[config.mk]
export PLATFORM = sky130hd
export DESIGN_NAME = ins_loader
export DESIGN_NICKNAME = d
export VERILOG_FILES = /design/src/rtl/ins_loader_pkg.sv /design/src/rtl/ins_word_packer.sv /design/src/rtl/ins_loader.sv
export SDC_FILE = /design/constraint.sdc
export NUM_CORES = 1
export LEC_CHECK = 0
export CELL_PAD_IN_SITES_DETAIL_PLACEMENT = 0
export CELL_PAD_IN_SITES_GLOBAL_PLACEMENT = 1
export CORE_ASPECT_RATIO = 0.5
export CORE_MARGIN = 1.5
export CORE_UTILIZATION = 41
export CTS_CLUSTER_SIZE = 30
export DETAILED_ROUTE_END_ITERATION = 16
export PLACE_DENSITY_LB_ADDON = 0.25
export SLEW_MARGIN = 0
export SYNTH_ARGS = -nofsm -noshare
export SYNTH_HDL_FRONTEND = slang
export SYNTH_SLANG_ARGS = --single-unit
[constraint.sdc]
create_clock -name clk -period 5.4 [get_ports clk]
set_clock_uncertainty 0.1 [all_clocks]
set_input_delay 1.08 -clock clk [delete_from_list [all_inputs] [get_ports clk]]
set_output_delay 1.08 -clock clk [all_outputs]
set_load 0.005 [all_outputs]
[src/rtl/ins_loader_pkg.sv]
// Shared types and constants for the instruction-memory loader.
// LOADER_CHECKSUM_EN adds the trailing checksum state.
package ins_loader_pkg;

    localparam int WORD_BYTES = 4;
    localparam int BYTE_W     = 8;
    localparam int WORD_W     = WORD_BYTES * BYTE_W;

    typedef enum logic [2:0] {
        ST_IDLE,
        ST_RECV,
        ST_WRITE,
        ST_FIN,
        ST_LOADED
`ifdef LOADER_CHECKSUM_EN
        , ST_CHK
`endif
    } state_t;

endpackage

[src/rtl/ins_word_packer.sv]
// Collects stream bytes into one big-endian word; the first byte lands in the MSB.
// word_valid flags the cycle whose accepted byte completes the word.
module ins_word_packer
    import ins_loader_pkg::*;
(
    input  logic              clk,
    input  logic              RST,
    input  logic              clear,
    input  logic              byte_en,
    input  logic [BYTE_W-1:0] byte_data,
    output logic [WORD_W-1:0] word,
    output logic              word_valid
);

    localparam int CNT_W = $clog2(WORD_BYTES);

    logic [CNT_W-1:0] cnt;

    always_ff @(posedge clk) begin
        if (RST) begin
            cnt  <= '0;
            word <= '0;
        end else if (clear) begin
            cnt <= '0;
        end else if (byte_en) begin
            cnt  <= cnt + 1'b1;
            // Shifting left means the earliest byte ends up in the top lane.
            word <= {word[WORD_W-BYTE_W-1:0], byte_data};
        end
    end

    assign word_valid = byte_en && (cnt == CNT_W'(WORD_BYTES - 1));

endmodule

[src/rtl/ins_loader.sv]
// Instruction-memory loader: packs a byte stream into words, writes them from address 0
// and holds the CPU in reset until the load completes. LOADER_CHECKSUM_EN adds chk_err.
//
// state     | meaning
// ST_IDLE   | no image loaded, CPU held in reset
// ST_RECV   | accepting bytes of the current word
// ST_WRITE  | one-cycle instruction-memory write
// ST_CHK    | (checksum build) accepting the XOR checksum byte
// ST_FIN    | done pulse, CPU released next cycle
// ST_LOADED | image loaded, CPU running
module ins_loader
    import ins_loader_pkg::*;
#(
    parameter int ADDR_W = 5,
    parameter int DEPTH  = 32
) (
    input  logic              clk,
    input  logic              RST,
    input  logic              start,
    input  logic [ADDR_W:0]   load_len,
    input  logic              byte_valid,
    input  logic [BYTE_W-1:0] byte_data,
    output logic              byte_ready,
    output logic              InsWrEN,
    output logic [ADDR_W-1:0] InsWrAddr,
    output logic [WORD_W-1:0] InsDataIn,
    output logic              cpu_nRST,
    output logic              busy,
    output logic              done
`ifdef LOADER_CHECKSUM_EN
    ,
    output logic              chk_err
`endif
);

    localparam logic [ADDR_W:0] DEPTH_L = (ADDR_W + 1)'(DEPTH);
`ifdef LOADER_CHECKSUM_EN
    localparam state_t ST_AFTER_PAYLOAD = ST_CHK;
`else
    localparam state_t ST_AFTER_PAYLOAD = ST_FIN;
`endif

    state_t            state, state_nxt;
    logic [ADDR_W:0]   len_q;
    logic [ADDR_W:0]   len_clamped;
    logic [ADDR_W-1:0] idx_q;
    logic [ADDR_W-1:0] addr_hold;
    logic [WORD_W-1:0] data_hold;
    logic [WORD_W-1:0] word;
    logic              word_valid;
    logic              start_ok;
    logic              byte_en;
    logic              last_word;
    logic              chk_fail;

    assign len_clamped = (load_len > DEPTH_L) ? DEPTH_L : load_len;
    assign start_ok    = start && ((state == ST_IDLE) || (state == ST_LOADED));
    assign byte_en     = byte_valid && (state == ST_RECV);
    assign last_word   = ({1'b0, idx_q} == (len_q - 1'b1));

    assign InsWrEN   = (state == ST_WRITE);
    assign cpu_nRST  = (state == ST_LOADED);
    // Write port shows the live word only during WRITE and holds the last write otherwise.
    assign InsWrAddr = InsWrEN ? idx_q : addr_hold;
    assign InsDataIn = InsWrEN ? word  : data_hold;

`ifdef LOADER_CHECKSUM_EN
    logic [BYTE_W-1:0] csum;

    assign byte_ready = (state == ST_RECV) || (state == ST_CHK);
    assign busy       = (state == ST_RECV) || (state == ST_WRITE) || (state == ST_CHK);
    assign chk_fail   = (state == ST_CHK) && byte_valid && (byte_data != csum);

    always_ff @(posedge clk) begin
        if (RST) begin
            csum    <= '0;
            chk_err <= 1'b0;
        end else if (start_ok) begin
            csum    <= '0;
            chk_err <= 1'b0;
        end else begin
            if (byte_en)  csum    <= csum ^ byte_data;
            if (chk_fail) chk_err <= 1'b1;
        end
    end
`else
    assign byte_ready = (state == ST_RECV);
    assign busy       = (state == ST_RECV) || (state == ST_WRITE);
    assign chk_fail   = 1'b0;
`endif

    assign done = (state == ST_FIN) || chk_fail;

    ins_word_packer u_packer (
        .clk        (clk),
        .RST        (RST),
        .clear      (start_ok || (state == ST_WRITE)),
        .byte_en    (byte_en),
        .byte_data  (byte_data),
        .word       (word),
        .word_valid (word_valid)
    );

    always_ff @(posedge clk) begin
        if (RST) begin
            state     <= ST_IDLE;
            len_q     <= '0;
            idx_q     <= '0;
            addr_hold <= '0;
            data_hold <= '0;
        end else begin
            state <= state_nxt;
            if (start_ok) begin
                len_q <= len_clamped;
                idx_q <= '0;
            end
            if (state == ST_WRITE) begin
                addr_hold <= idx_q;
                data_hold <= word;
                if (!last_word) idx_q <= idx_q + 1'b1;
            end
        end
    end

    always_comb begin
        state_nxt = state;
        case (state)
            ST_IDLE, ST_LOADED: begin
                if (start) state_nxt = (len_clamped == '0) ? ST_AFTER_PAYLOAD : ST_RECV;
            end
            ST_RECV:  if (word_valid) state_nxt = ST_WRITE;
            ST_WRITE: state_nxt = last_word ? ST_AFTER_PAYLOAD : ST_RECV;
`ifdef LOADER_CHECKSUM_EN
            ST_CHK:   if (byte_valid) state_nxt = chk_fail ? ST_IDLE : ST_FIN;
`endif
            ST_FIN:   state_nxt = ST_LOADED;
            default:  state_nxt = ST_IDLE;
        endcase
    end

endmodule

==> results of run 1 <==
-- per-layer routing --
layer	vias to the layer above	global-route usage	share of wire	wire length [µm]
li1	1615	-	-	-
met1	1389	0.246	0.52	4020
met2	51	0.289	0.44	3390
met3	8	0.0519	0.037	286
met4	0	0.0693	0.010	78
met5	-	0	0	0
-- cell usage in the layout (no fill, tap or decap), types with 4 or more instances in the layout --
cell type | synthesis | layout
a21oi_1 | 78 | 78
buf_4 | 0 | 4
clkbuf_16 | 0 | 9
clkdlybuf4s50_1 | 0 | 58
dfxtp_1 | 85 | 85
inv_1 | 4 | 4
nand2_1 | 179 | 179
nand2b_1 | 6 | 6
nor2_1 | 13 | 13
nor3_1 | 8 | 8
nor3b_1 | 6 | 6
xnor2_1 | 4 | 4
-- worst max-delay path, cell delays in order (launching register included) --
cell	delay [ns]
dfxtp_1	0.37
nor2_1	0.12
nand2_1	0.06
buf_4	0.29
inv_1	0.55
buf_4	0.37
nand2_1	0.15
nand2_1	0.08
clkdlybuf4s50_1	0.49
-- layout make-up --
cell class                      count  area (µm²)
Clock buffer                       10         239
Clock inverter                      6        91.3
Fill cell                         807        3650
Inverter                            4        15.0
Multi-Input combinational cell    342        1660
Sequential cell                    85        1700
Tap cell                          112         140
Timing Repair Buffer               63         616
-- cells by family (layout without fill, tap and decap cells) --
logic type	after synthesis	count (layout)	share of synthesized area
adders and majority gates	3	3	0.0108
buffers and inverters	32	83	0.0359
and+or+nand+nor	232	232	0.284
muxes	2	2	0.00574
AOI/OAI and AO/OA	98	98	0.158
DFF	85	85	0.488
xor gates and xnor gates	7	7	0.0176
-- path summary, 6_finish.rpt --
| check | depth (start not counted) | startpoint | end |
|---|---|---|---|
| min reg2reg | 2 | u_packer.word[28] | u_packer.word[28] |
| min | 2 | u_packer.word[28] | u_packer.word[28] |
| max | 8 | state[2] | InsDataIn[14] |
| max reg2reg | 4 | state[0] | u_packer.word[2] |
-- stage by stage --
stage | area (µm²) | worst slack [ns] | hold slack, ns | total power, mW | std cells
after floorplan | 3490 | 2.78 | 0.337 | 0.721 | 459
after global placement | 4130 | 1.77 | 0.348 | 0.757 | 606
after detailed placement | 4130 | 1.74 | 0.352 | 0.757 | 606
after CTS | 4460 | 1.37 | 0.362 | 1.43 | 622
after global routing | 4460 | 1.11 | 0.372 | 1.48 | 622
final | 4460 | 1.40 | 0.358 | 1.42 | 622
-- state kept, by name, summed over array words and instances (netlist names) --
signal and count:
data_hold 32, u_packer.word 32, len_q 6, addr_hold 5, idx_q 5, state 3
u_packer.cnt 2
-- where the power goes --
part	internal (mW)	switching, mW
Sequential	0.635	0.00884
Combinational	0.0381	0.0603
Clock	0.421	0.256
Total	1.09	0.325
==> flow_summary.yaml, run 1 <==
logic_synthesis:
  synth_top_cells_by_area: "dfxtp_1, nand2_1, a21oi_1"
  synth_cell_types: 40
  synth_cells: 459
  synth_commonest_cells: "nand2_1, dfxtp_1, a21oi_1"
  synth.most_common_cell: "nand2_1"
  ys_ff_latch: 85
  synth_top_area_share: 0.488
  async_flop_share: 0
  ys_seq_area_frac: 0.488
  syn_area_um2: 3490
  yosys.area.top_type: "dfxtp_1"
  synth_warnings: 0
  postSynthNetCount: 480
  synth_ff_type: "dfxtp_1"
  avgSynthCellArea_um2: 7.59
  synth-edff-count: 0
placed_design:
  io_buffer_count: 59
  gp_congestion: 0.734
  dp_hpwl_um: 5120
setup_path:
  critPathMaxFanout: 45
  arrival_ns: 2.82
  path_class: "reg -> out"
  crit_path_end_kind: "primary output"
  ff2ff_setup_slack_ns: 3.02
  required_ns: 4.22
  setup.worst_path.start_class: "flop"
global_routing:
  grt_pass1_vias: 2726
  grt_max_degree: 51
  grt_first_pass_wirelength_um: 13000
  antenna_found_initial: 0
  overflow: 0
  grt_usage: 0.185
flow_run:
  max_cap_violations: 0
power:
  irDropWorstVdd_uv: 201
  p_leak_nw: 1.73
  power.density_nw_per_um2: 318
finish:
  drive_gt1_frac: 0.0529
  syn2layout_area_growth_pct: 28.0
  fin_util: 0.550
  nets: 526
  antennaDiodeCount: 0
floorplanning:
  die_w_um: 133
  io_pins: 60
  coreArea_um2: 8120
  die_y_um: 68.2
  fp-row-count: 23
  die-area_um2: 9100
  start_util: 0.430
clock_network:
  clockBufferDepth: 2
  clk_latency_ns: 0.34
  cts.sinks: 85
  cts_resized: 0
  clkTransAtPathRegs_ns: 0.06
  cts_tree: "yes"
  numCtsBuffers: 9
  cts_hold_buffers: 0
  ctsRootBufferMaster: "clkbuf_16"
  h-tree-depth: 3
  cts_setup_buffers: 0
routing:
  drcViolationCount: 0
  vias_per_cell: 4.92
  postRouteAntennaNets: 0
  wl_per_cell_um: 12.5
  wirelength_um: 7770
  drt_pre_antenna_iters: 4
  via_count: 3063
  dr.first_iter.drc_count: 179
timing:
  timing.final.crit_share: 0.740
  setup_viol: 0
  fin_setup_tns_ns: 0
  period_minus_slack_ns: 4.00
  timing.final.max_slew_violations: 0
  hold_violations: 0
  grt_setup_unrepaired: "false"
  clock.fmax_mhz: 250
  slew_headroom: 0.313
  worstMarginPinSlew_ns: 1.03
outcome:
  status: "finished, final reports clean"
min_path:
  min_path_type: "reg -> reg"
(Power assumes the default switching activity.)
==> run 2, diff against run 1 <==
- CORE_UTILIZATION: 41 -> 34
- clock period: 5.4 -> 3.55 ns (I/O delays scaled with it)
==> run 2 against run 1 <==
- sequential share of layout area fell by 0.075 points
- cell count rose by 3.5%
- routed wire length rose by 2.1%
- critical path depth fell by 2
- clock-buffer cell count fell by 1
- die area rose by 20%
- worst hold slack got worse by 0.0055 ns
- register-to-register slack got worse by 1.8 ns
- via count rose by 0.52%
- core utilization fell by 8.9 points
==> flow_summary.yaml, run 2 (synthesis gave the netlist of run 1 again) <==
outcome:
  status: "finished, final reports clean"
routing:
  via_count: 3079
  drt_pre_antenna_iters: 4
  wl_per_cell_um: 12.3
  vias_per_cell: 4.78
  dr.first_iter.drc_count: 130
  drcViolationCount: 0
  postRouteAntennaNets: 0
  wirelength_um: 7940
global_routing:
  overflow: 0
  antenna_found_initial: 0
  grt_pass1_vias: 2696
  grt_max_degree: 56
  grt_first_pass_wirelength_um: 12600
  grt_usage: 0.147
setup_path:
  required_ns: 2.74
  crit_slowest_cell: "clkdlybuf4s50_1"
  path_class: "reg -> out"
  cpMostUsedCell: "nand2_1"
  arrival_ns: 2.12
  critPathMaxFanout: 44
  setup.worst_path.start_class: "flop"
  max_stage_delay_ns: 0.51
  crit_path_end_kind: "primary output"
  cp_cell_sequence: "nor2_1, nand2_1, buf_4, nand2_1, nand2_1, clkdlybuf4s50_1"
floorplanning:
  die_y_um: 74.6
  die_w_um: 146
  io_pins: 60
  fp-row-count: 25
  coreArea_um2: 9700
  die-area_um2: 10900
  start_util: 0.359
finish:
  antennaDiodeCount: 0
  syn2layout_area_growth_pct: 28.2
  instances_no_fill: 644
  regArea_um2: 1700
  fin_util: 0.461
  drive_gt1_frac: 0.0511
  multi_input_area_um2: 1660
  fill_cells: 997
  mostFrequentLayoutCell: "nand2_1"
  reg_top3: "data_hold x32, u_packer.word x32, len_q x6"
  layout_common_cells: "nand2_1, dfxtp_1, a21oi_1, clkdlybuf4s50_1, nor2_1"
  nets: 527
clock_network:
  clk_latency_ns: 0.34
  cts_tree: "yes"
  cts.sinks: 85
  h-tree-depth: 3
  cts_setup_buffers: 0
  cts_hold_buffers: 0
  clockBufferDepth: 2
  ctsRootBufferMaster: "clkbuf_16"
  cts_resized: 0
  clkTransAtPathRegs_ns: 0.06
  numCtsBuffers: 9
placed_design:
  placed_cells: 630
  dp_hpwl_um: 5160
  gp_congestion: 0.794
  io_buffer_count: 59
power:
  p_seq_frac: 0.467
  p_comb_frac: 0.072
  internal-power_mw: 1.63
  irDropWorstVdd_uv: 249
  p_clk_frac: 0.461
  p_switching_mw: 0.467
  p_leak_nw: 1.71
  totalPowerFinal_mw: 2.10
  swShare: 0.223
  power.density_nw_per_um2: 469
timing:
  slew_headroom: 0.561
  fin_setup_tns_ns: 0
  timing.final.crit_share: 0.825
  period_minus_slack_ns: 2.93
  timing.final.max_slew_violations: 0
  worstMarginPinSlew_ns: 0.659
  clock.fmax_mhz: 341
  hold_violations: 0
  grt_setup_unrepaired: "false"
  hold-worst-slack_ns: 0.352
  setup_viol: 0
flow_run:
  max_cap_violations: 0
min_path:
  min_path_type: "reg -> reg"
-- run 2: cell types whose count changed in the layout (fill, tap and decap cells not counted), sizes merged --
cell	previous run	this run
clkinvlp	0	1
clkbuf	10	9
inv	6	4
buf	5	6
-- run 2: area by class of cell --
class | instances | area share
flip-flops and latches | 85 | 0.381
multi-input cells | 342 | 0.371
repair buffers | 64 | 0.139
clock buffers | 9 | 0.0504
well taps | 135 | 0.0378
clock inverters | 5 | 0.0174
inverters | 4 | 0.00336
-- run 2: final timing paths --
check                                        from           endpoint  slack, ns  cells past startpoint
worst max-delay path                     state[2]      InsDataIn[14]       0.62                      6
worst min-delay path            u_packer.word[28]  u_packer.word[28]       0.35                      2
worst max register to register           len_q[0]           idx_q[0]       1.27                      7
worst min register to register  u_packer.word[28]  u_packer.word[28]       0.35                      2
-- run 2: power by group through the flow --
stage	registers (mW)	logic, mW	clock network (mW)
finish	0.979	0.152	0.966
global route	0.981	0.169	1.04
CTS	0.979	0.154	0.997
detailed placement	1.00	0.153	0
global placement	1.00	0.153	0
floorplan	0.997	0.0998	0
-- run 2: per-layer routing --
layer | up-vias | routed length, µm | GRT usage
li1 | 1620 | - | -
met1 | 1404 | 3970 | 0.190
met2 | 46 | 3590 | 0.236
met3 | 9 | 297 | 0.0479
met4 | 0 | 74 | 0.0505
met5 | - | 0 | 0
-- run 2: worst max-delay path: cells and delay by family (launching register included) --
family / cells / cell delay (ns)
buf+inv: 2 / 0.94
simple gates: 4 / 0.41
flops: 1 / 0.42
-- run 2: through the flow --
step / worst slack (ns) / cell area, µm²
floorplan: 1.30 / 3490
global placement: 0.754 / 4170
detailed placement: 0.676 / 4170
CTS: 0.592 / 4470
global route: 0.420 / 4470
finish: 0.621 / 4470
==> run 3, diff against run 2 <==
- clock period: 3.55 -> 2.6 ns (I/O delays scaled with it)
==> run 3 against run 2 <==
- register-to-register slack got worse by 0.98 ns
- die area unchanged
- setup slack worse by 0.50 ns
- worst hold slack improved by 0.0048 ns
- combinational power up 59%
- largest power group unchanged
- highest routed layer unchanged
==> flow_summary.yaml, run 3 (synthesis gave the netlist of run 1 again) <==
routing:
  wl_met3_um: 298
  postRouteAntennaNets: 0
  wl_met2_um: 3960
  drt_pre_antenna_iters: 4
  vias_per_cell: 4.79
  via_count: 3138
  m1WireLength_um: 4250
  dr.first_iter.drc_count: 128
  wirelength_um: 8590
  drcViolationCount: 0
  highest_layer: "met4"
  wl_per_cell_um: 13.1
floorplanning:
  start_util: 0.359
  die_w_um: 146
  coreArea_um2: 9700
  die_y_um: 74.6
  die-area_um2: 10900
  io_pins: 60
  fp-row-count: 25
power:
  internal-power_mw: 2.19
  swShare: 0.232
  irDropWorstVdd_uv: 339
  p_seq_frac: 0.468
  p_leak_nw: 1.78
  power.density_nw_per_um2: 618
  p_comb_frac: 0.084
  p_clk_frac: 0.448
  p_switching_mw: 0.662
  totalPowerFinal_mw: 2.86
clock_network:
  numCtsBuffers: 9
  clkTransAtPathRegs_ns: 0.06
  clk_latency_ns: 0.33
  ctsRootBufferMaster: "clkbuf_16"
  cts_setup_buffers: 0
  cts.sinks: 85
  cts_tree: "yes"
  cts_hold_buffers: 0
  h-tree-depth: 3
  clockBufferDepth: 2
finish:
  mostFrequentLayoutCell: "nand2_1"
  fin_area_um2: 4620
  syn2layout_area_growth_pct: 32.6
  nets: 536
  layout_common_cells: "nand2_1, dfxtp_1, a21oi_1, clkdlybuf4s50_1, nor2_1"
  drive_gt1_frac: 0.0769
  reg_top3: "data_hold x32, u_packer.word x32, len_q x6"
  antennaDiodeCount: 0
setup_path:
  ff2ff_setup_slack_ns: 0.29
  required_ns: 1.98
  setup.worst_path.start_class: "flop"
  arrival_ns: 1.86
  critPathMaxFanout: 10
  path_class: "reg -> out"
  crit_path_end_kind: "primary output"
global_routing:
  overflow: 0
  grt_pass1_vias: 2946
  grt_first_pass_wirelength_um: 13600
  grt_usage: 0.157
  grt_max_degree: 45
  antenna_found_initial: 0
flow_run:
  max_cap_violations: 0
timing:
  timing.final.crit_share: 0.953
  timing.final.max_slew_violations: 0
  period_minus_slack_ns: 2.48
  setup_viol: 0
  hold_violations: 0
  worstMarginPinSlew_ns: 0.490
  slew_headroom: 0.673
  grt_setup_unrepaired: "true"
  clock.fmax_mhz: 404
placed_design:
  placed_cell_area_um2: 4250
  dp_hpwl_um: 5420
  gp_congestion: 0.831
  io_buffer_count: 59
outcome:
  status: "finished, final reports clean"
min_path:
  min_path_type: "reg -> reg"
run 3: cell types whose count changed in the layout (fill, tap and decap cells not counted), moves of 2 or more:
cell	change
buf_12	+3
buf_4	+3
clkbuf_16	+2
clkinv_4	+2
dfxtp_1	-2
dfxtp_2	+2
run 3: critical path, cell delays in order (launching register included):
cell             delay, ns
dfxtp_2               0.37
nor2_1                0.06
nand2_2               0.11
inv_4                 0.08
buf_6                 0.16
or2_2                 0.29
clkdlybuf4s50_1       0.44
run 3: what timing repair did:
action / in CTS / in global routing
resized for setup: 1 / 5
setup endpoints to repair: 1 / 38
gates cloned: 0 / 3
endpoints found under the hold margin: 0 / 0
run 3: final cells by class:
class / count / area [µm²]
multi-input combinational: 342 / 1660
clock inverter: 5 / 60.1
fill: 1032 / 5070
timing repair buffer: 73 / 767
inverter: 4 / 17.5
sequential: 85 / 1700
clock buffer: 11 / 243
tap: 135 / 169
run 3: metrics by stage:
| stage | worst slack [ns] | cells | hold slack [ns] | TNS [ns] | utilization |
|---|---|---|---|---|---|
| finish | 0.122 | 655 | 0.357 | 0 | 0.477 |
| floorplan | 0.537 | 459 | 0.337 | 0 | - |
| detailed placement | 0.0793 | 636 | 0.348 | 0 | 0.438 |
| global route | -0.00314 | 655 | 0.380 | -0.00314 | 0.477 |
| CTS | 0.0137 | 652 | 0.357 | 0 | 0.470 |
| global placement | 0.150 | 636 | 0.345 | 0 | 0.438 |
run 3: final timing paths:
kind | start | cells past startpoint | end
worst max register to register | len_q[0] | 7 | idx_q[0]
worst min-delay path | u_packer.word[24] | 2 | u_packer.word[24]
worst max-delay path | state[0] | 6 | busy
worst min register to register | u_packer.word[24] | 2 | u_packer.word[24]
run 3: routing by layer:
layer,track usage,up-vias
li1,-,1647
met3,0.0393,8
met2,0.270,48
met1,0.197,1435
met4,0.0539,0
met5,0,-
run 3: power by group through the flow:
stage,clock network (mW),registers [mW],logic (mW)
2_1_floorplan,0,1.36,0.136
3_3_place_gp,0,1.37,0.230
3_5_place_dp,0,1.37,0.230
4_1_cts,1.32,1.34,0.231
5_1_grt,1.38,1.34,0.267
6_report,1.28,1.34,0.241
==> RTL edit, RTL diff (settings of run 1) <==
The option `LOADER_CHECKSUM_EN` is turned on by a define.
--- a/src/rtl/ins_loader_pkg.sv
+++ b/src/rtl/ins_loader_pkg.sv
@@ -1,4 +1,6 @@
 // Shared types and constants for the instruction-memory loader.
 // LOADER_CHECKSUM_EN adds the trailing checksum state.
+`define LOADER_CHECKSUM_EN
+
 package ins_loader_pkg;
 
Check against the original RTL (old outputs only; new: chk_err): not equivalent (Yosys sat finds a counterexample within 4 cycles, from zero or initial values and one cycle with RST high).
==> RTL edit against run 1 <==
Synthesized area up 13%; worst setup slack got worse by 300 ps; routed wire length rose by 11%; maximum frequency fell by 7.0%; power grew 1.6%; non-clock buffer count rose by 1; sequential cell count grew 9; global-route usage down 0.51 points; design area rose by 9.9%; critical path type is now in2out; largest cell class is now multi-input gates; largest power group is now registers; highest routed layer unchanged.
==> RTL edit: results (changes against run 1) <==
[setup_path]
cp_max_fo = 3  ; was 45
worstPathArrival_ps = 3120  ; was 2820 ps
r2r_slack_ps = 3180  ; was 3020 ps
cp_slowest_cell = o311ai_0  ; was inv_1

[finish]
nNetsFinal = 569  ; was 526
drive_gt1_share_pct = 5.244  ; was 5.294%
top_regs = data_hold (32), u_packer.word (32), csum (8)  ; was data_hold (32), u_packer.word (32), len_q (6)

[global_route]
grt_max_degree = 49  ; was 51
grt_util_all_layers_pct = 17.96  ; was 18.47%

[drt]
drt_iter0_markers = 211  ; was 179
dr_total_vias = 3289  ; was 3063
drt-total-wl_um = 8623  ; was 7772 µm

[timing]
holdWs_ps = 360.8  ; was 357.6 ps
slew_headroom_pct = 51.46  ; was 31.26%

[outcome]
status = completed  ; unchanged

[pwr]
p_leak_uw = 0.001918  ; was 0.001726 µW
swShare_pct = 22.13  ; was 22.91%
comb_power_uw = 77.5  ; was 98.4 µW
seq_power_share_pct = 49.2  ; was 45.4%
p_sw_uw = 319.0  ; was 325.1 µW

[logic_synthesis]
syn_nets = 524  ; was 480
synth_cell_types = 44  ; was 40
ys_seq_area_share_pct = 47.61  ; was 48.82%

[placement]
place_ws_ps = 1094  ; was 1744 ps
numPortBuffers = 60  ; was 59
place.gp.congestion = 0.7760  ; was 0.7341

[die]
die_area_mm2 = 0.01027  ; was 0.009098 mm²

==> RTL edit: cell count changes after synthesis, moves of 4 or more <==
cell and delta:
nor3b_1 -6, buf_4 +4, clkbuf_1 -5, nand2_1 +14, nor2b_1 +36, xnor2_1 +7
dfxtp_1 +9, a21oi_1 -38, xor2_1 +11, nand3b_1 +5, nor2_1 +5
==> RTL edit: final timing paths <==
check | start | endpoint | cells after the start
worst max-delay path | byte_data[3] | done | 7
worst min-delay path | u_packer.word[30]$_SDFFE_PP0P_ | u_packer.word[30]$_SDFFE_PP0P_ | 2
worst max register to register | state[0]$_SDFFE_PP0P_ | csum[6]$_SDFFE_PP0P_ | 7
worst min register to register | u_packer.word[30]$_SDFFE_PP0P_ | u_packer.word[30]$_SDFFE_PP0P_ | 2
==> RTL edit: cell families (layout without fill, tap and decap cells) <==
logic type	count (synthesis)	in the layout	synth area share (%)
AO/OA/AOI/OAI	62	62	9.307
XOR/XNOR	25	25	5.540
adder cells (fa/ha/maj)	3	3	0.9498
buffers and inverters	36	86	4.685
flip-flops	94	94	47.61
multiplexers	3	3	0.7598
AND/OR/NAND/NOR	280	280	31.15
==> RTL edit: final cells by class <==
class / count / area (µm²) / area share, %
Sequential cell: 94 / 1882 / 38.38
Timing Repair Buffer: 64 / 625.6 / 12.76
Clock buffer: 11 / 252.7 / 5.154
Inverter: 6 / 23.77 / 0.4848
Tap cell: 135 / 168.9 / 3.445
Clock inverter: 5 / 65.06 / 1.327
Multi-Input combinational cell: 373 / 1886 / 38.45
==> RTL edit: metal layers <==
layer  vias up  share of wire [%]  global-route usage [%]
met5         -                  0                       0
met4         0               0.59                   4.926
met3         6                3.4                   4.422
met2        44                 45                   29.16
met1      1541                 51                   24.09
li1       1698                  -                       -
